### src/rtl/sel_mux_reg_if.sv
// Bus bundle for sel_mux_reg: N parallel input words, select and load enable in;
// combinational word, registered word and out-of-range flag out.
// No handshake; the master drives inputs, the slave (the mux) drives results.
interface sel_mux_reg_if #(
  parameter int WIDTH = 8,
  parameter int N     = 4
);
  localparam int SEL_W = (N > 1) ? $clog2(N) : 1;

  logic [WIDTH-1:0] din [N];
  logic [SEL_W-1:0] sel;
  logic             en;
  logic [WIDTH-1:0] y;
  logic [WIDTH-1:0] y_q;
  logic             sel_err;

  modport master (
    output din, sel, en,
    input  y, y_q, sel_err
  );

  modport slave (
    input  din, sel, en,
    output y, y_q, sel_err
  );
endinterface

### src/rtl/sel_mux_reg.sv
// N-way WIDTH-bit word mux: y = din[sel] combinationally, zero when sel >= N.
// Latency: y 0 cycles, y_q / sel_err 1 cycle when en=1; both hold when en=0.
// No backpressure. Optional registered out-of-range flag under MUX_SEL_ERR_EN.
module sel_mux_reg #(
  parameter int WIDTH = 8,
  parameter int N     = 4
) (
  input  logic           clk,
  input  logic           rst_n,
  sel_mux_reg_if.slave   bus
);
  localparam int SEL_W = (N > 1) ? $clog2(N) : 1;

  logic [WIDTH-1:0] y_c;

  // Compare-based select: never indexes din with an out-of-range sel.
  always_comb begin
    y_c = '0;
    for (int i = 0; i < N; i++) begin
      if (bus.sel == SEL_W'(i)) begin
        y_c = bus.din[i];
      end
    end
  end

  assign bus.y = y_c;

  // Registered copy of the selected word, loaded only when en is high.
  always_ff @(posedge clk or negedge rst_n) begin
    if (!rst_n) begin
      bus.y_q <= '0;
    end else if (bus.en) begin
      bus.y_q <= y_c;
    end
  end

`ifdef MUX_SEL_ERR_EN
  logic sel_hit;

  // A select is in range exactly when it matches one of the N word positions.
  always_comb begin
    sel_hit = 1'b0;
    for (int i = 0; i < N; i++) begin
      if (bus.sel == SEL_W'(i)) begin
        sel_hit = 1'b1;
      end
    end
  end

  // Out-of-range flag sampled alongside y_q.
  always_ff @(posedge clk or negedge rst_n) begin
    if (!rst_n) begin
      bus.sel_err <= 1'b0;
    end else if (bus.en) begin
      bus.sel_err <= ~sel_hit;
    end
  end
`else
  assign bus.sel_err = 1'b0;
`endif

endmodule

### src/flat_wrapper.sv
// flat-port wrapper written by rule: the top's interface ports become plain ports
module sel_mux_reg_flat 
#(
  parameter int WIDTH = 8,
  parameter int N     = 4
)
  (clk, rst_n, bus_din, bus_sel, bus_en, bus_y, bus_y_q, bus_sel_err);
  sel_mux_reg_if #(.WIDTH(WIDTH), .N(N)) bus_i ();
  input  logic clk;
  input  logic rst_n;
  input wire logic [$bits(bus_i.din)-1:0] bus_din;
  input wire logic [$bits(bus_i.sel)-1:0] bus_sel;
  input wire logic [$bits(bus_i.en)-1:0] bus_en;
  output wire logic [$bits(bus_i.y)-1:0] bus_y;
  output wire logic [$bits(bus_i.y_q)-1:0] bus_y_q;
  output wire logic [$bits(bus_i.sel_err)-1:0] bus_sel_err;
  assign bus_i.din = {>>{bus_din}};
  assign bus_i.sel = bus_sel;
  assign bus_i.en = bus_en;
  assign bus_y = bus_i.y;
  assign bus_y_q = bus_i.y_q;
  assign bus_sel_err = bus_i.sel_err;
  sel_mux_reg #(.WIDTH(WIDTH), .N(N)) u_core (.clk(clk), .rst_n(rst_n), .bus(bus_i));
endmodule
### config.mk
export PLATFORM = sky130hd
export DESIGN_NAME = sel_mux_reg_flat
export DESIGN_NICKNAME = d
export VERILOG_FILES = /design/src/rtl/sel_mux_reg_if.sv /design/src/rtl/sel_mux_reg.sv /design/src/flat_wrapper.sv
export SDC_FILE = /design/constraint.sdc
export NUM_CORES = 1
export LEC_CHECK = 0
export ABC_AREA = 1
export CAP_MARGIN = 20
export CORE_MARGIN = 3
export CORE_UTILIZATION = 33
export DETAILED_ROUTE_END_ITERATION = 10
export HOLD_SLACK_MARGIN = 0.12
export PLACE_DENSITY_LB_ADDON = 0.25
export SLEW_MARGIN = 40
export SYNTH_ARGS = -nofsm -noshare
export SYNTH_HDL_FRONTEND = slang
export SYNTH_SLANG_ARGS = --single-unit
### constraint.sdc
create_clock -name clk -period 1.9 [get_ports clk]
set_input_delay 0.38 -clock clk [delete_from_list [all_inputs] [get_ports clk]]
set_output_delay 0.38 -clock clk [all_outputs]
set_load 0.02 [all_outputs]
==> results of run 1 <==
-- synthesized netlist by cell type, drive strengths merged --
cell type	n	area share [%]
nand2	25	16
nand3	24	20
and2	8	8.3
dfrtp	8	33
o21ai	8	6.6
or2	8	8.3
buf	3	3.7
inv	3	1.9
clkbuf	1	0.62
conb	1	0.62
nor2	1	1.0
-- cells by family (layout without fill, tap and decap cells) --
group / count (synthesis) / in the layout / share of synthesized area (%)
AND/OR/NAND/NOR: 66 / 66 / 53.4
AO/OA/AOI/OAI: 8 / 8 / 6.63
buffers and inverters: 7 / 74 / 6.21
other: 1 / 1 / 0.621
flip-flops: 8 / 8 / 33.1
-- power by group --
part	leakage [nW]	total [mW]	switching, mW	internal [mW]
logic	0.455	0.301	0.134	0.168
registers	0.0986	0.201	0.00975	0.191
clock network	0.0138	0.125	0.0530	0.0719
-- placed cells by master (no fill, tap or decap), drive strengths merged --
cell type | Yosys | final
and2 | 8 | 8
inv | 3 | 3
nand2 | 25 | 25
conb | 1 | 1
o21ai | 8 | 8
nor2 | 1 | 1
nand3 | 24 | 24
buf | 3 | 17
clkdlybuf4s50 | 0 | 42
or2 | 8 | 8
clkdlybuf4s15 | 0 | 4
dfrtp | 8 | 8
clkbuf | 1 | 8
-- per-stage QoR --
| stage | hold WS (ns) | power [mW] | cell area, um^2 | TNS [ns] |
|---|---|---|---|---|
| floorplan | 0.0844 | 0.326 | 604 | 0 |
| global placement | 0.465 | 0.514 | 1250 | -4.70 |
| detailed placement | 0.465 | 0.519 | 1250 | -5.06 |
| CTS | 0.412 | 0.640 | 1280 | 0 |
| global route | 0.434 | 0.668 | 1250 | 0 |
| finish | 0.406 | 0.627 | 1250 | 0 |
-- per-layer routing --
metal | vias up | GRT usage (%) | part of all wire [%]
li1 | 428 | - | -
met1 | 377 | 18.3 | 39
met2 | 31 | 35.1 | 54
met3 | 0 | 4.89 | 6.4
met4 | 0 | 1.42 | 0
met5 | - | 0 | 0
-- how the worst min path moves through the flow --
stage,from,end,slack [ns],cells past startpoint
2_1_floorplan,rst_n,u_core.bus.y_q[0],0.08,0
3_3_place_gp,u_core.bus.y_q[3],u_core.bus.y_q[3],0.46,2
3_5_place_dp,u_core.bus.y_q[3],u_core.bus.y_q[3],0.46,2
4_1_cts,rst_n,u_core.bus.y_q[5],0.41,1
5_1_grt,rst_n,u_core.bus.y_q[5],0.43,1
6_report,rst_n,u_core.bus.y_q[5],0.41,1
-- repair_timing --
item	4_1_cts	5_1_grt
hold endpoints to repair	0	0
endpoints found under the setup margin	8	8
pin swaps	1	0
hold buffers	0	0
resized for setup	25	11
setup buffers	0	0
-- critical path: stages --
cell	delay [ns]
clkdlybuf4s50_1	0.41
or2_0	0.24
and2_1	0.16
clkdlybuf4s15_2	0.24
-- cell type report --
cell class                      count  area (um^2)  area share, %
Tap cell                           24         30.0           2.40
Timing Repair Buffer               68          616           49.2
Inverter                            3         11.3          0.900
Multi-Input combinational cell     75          372           29.7
Sequential cell                     8          200           16.0
Clock buffer                        3         22.5           1.80
==> impl_metrics.py, run 1 <==
metrics = {
    "clock_network": {
        "clockBufferDepth": 2,
        "cts_root_buf": "clkbuf_4",
        "clkLatencyLatePin_ns": 0.25,
        "cts_buffers": 3,
        "cts_max_level": 1,
        "clock_sinks": 8,
        "cts.reportedPaths.clkPinSlew_ns": 0.05,
        "cts_tree": "built",
    },
    "setup_path": {
        "worst_setup_path_start_kind": "primary input",
        "r2r-start": "u_core.bus.y_q[6]",
        "end_kind": "output pin",
        "cp_max_fo": 2,
        "r2r_cells": 2,
        "worstReg2RegEnd": "u_core.bus.y_q[6]",
        "crit_end": "bus_y[4]",
        "critPathLaunch": "bus_din[4]",
        "cp.required_ns": 1.52,
        "worstSetupPathType": "in -> out",
        "reg2reg_slack_ns": 1.29,
        "crit_arrival_ns": 1.44,
    },
    "final_layout": {
        "final.fill_count": 142,
        "reg.largest.list": "u_core.bus.y_q x8",
        "antennaDiodeCount": 0,
        "finalNetCount": 196,
        "post-route-util_pct": 77.6,
        "regMostFlops": "u_core.bus.y_q",
        "layout-drive-gt1-share_pct": 19.7,
        "final_cells": 181,
        "area_growth_pct": 107,
        "largest_reg_flops": 8,
    },
    "yosys": {
        "netlist_instances": 90,
        "yosysSeqAreaShare_pct": 33.1,
        "synth.avg_cell_area_um2": 6.71,
        "synthDistinctLibCells": 12,
        "ys.warnings.count": 0,
        "synth_area_um2": 604,
        "syn-num-nets": 127,
        "ys_seq_elements": 8,
    },
    "power_and_ir_drop": {
        "power.density_nw_per_um2": 501,
        "vdd_ir_drop_max_mv": 0.484,
        "leakage_nw": 0.567,
    },
    "routing": {
        "wire_per_inst_um": 11.3,
        "drc": 0,
        "drtPass1Iterations": 4,
        "postRouteAntennaNets": 0,
        "via_count": 836,
        "vias_per_cell": 4.62,
        "dr.first_iter.drc_count": 4,
        "routed_wl_um": 2050,
    },
    "place": {
        "io_buffers": 52,
        "dp_slack_ns": -0.661,
        "dp_hpwl_um": 1810,
        "placed_cells": 178,
        "gp_congestion": 0.750,
    },
    "timing": {
        "slew_viol_final": 0,
        "fin_ws_ns": 0.0782,
        "rsz0062_at_grt": "false",
        "hold_viol": 0,
        "clock_skew_ns": 0,
        "setup_viol": 0,
        "fin_crit_ns": 1.82,
        "fmax_mhz": 549,
        "timing.final.crit_share_pct": 95.9,
    },
    "global_route": {
        "antenna_found_initial": 0,
        "grt_pass1_vias": 783,
        "gr-total-overflow": 0,
        "grt_util_all_layers_pct": 17.5,
        "grt_first_pass_wirelength_um": 3310,
        "grt_max_degree": 10,
    },
    "floorplanning": {
        "ios": 54,
        "rows": 14,
        "die_h_um": 48.8,
        "start_util_pct": 37.5,
        "die_area_um2": 2380,
        "core_um2": 1610,
        "die_w_um": 48.8,
    },
    "min_path": {
        "hold_class": "in -> async",
    },
    "status": {
        "status": "completed",
    },
    "flow_run": {
        "maxCapViolations": 0,
    },
}
(Power assumes the default switching activity.)
==> run 2, diff against run 1 <==
- CTS_CLUSTER_SIZE: default -> 28
==> results of run 2 <==
No change in the layout: final DEF, timing and power equal those of run 1.
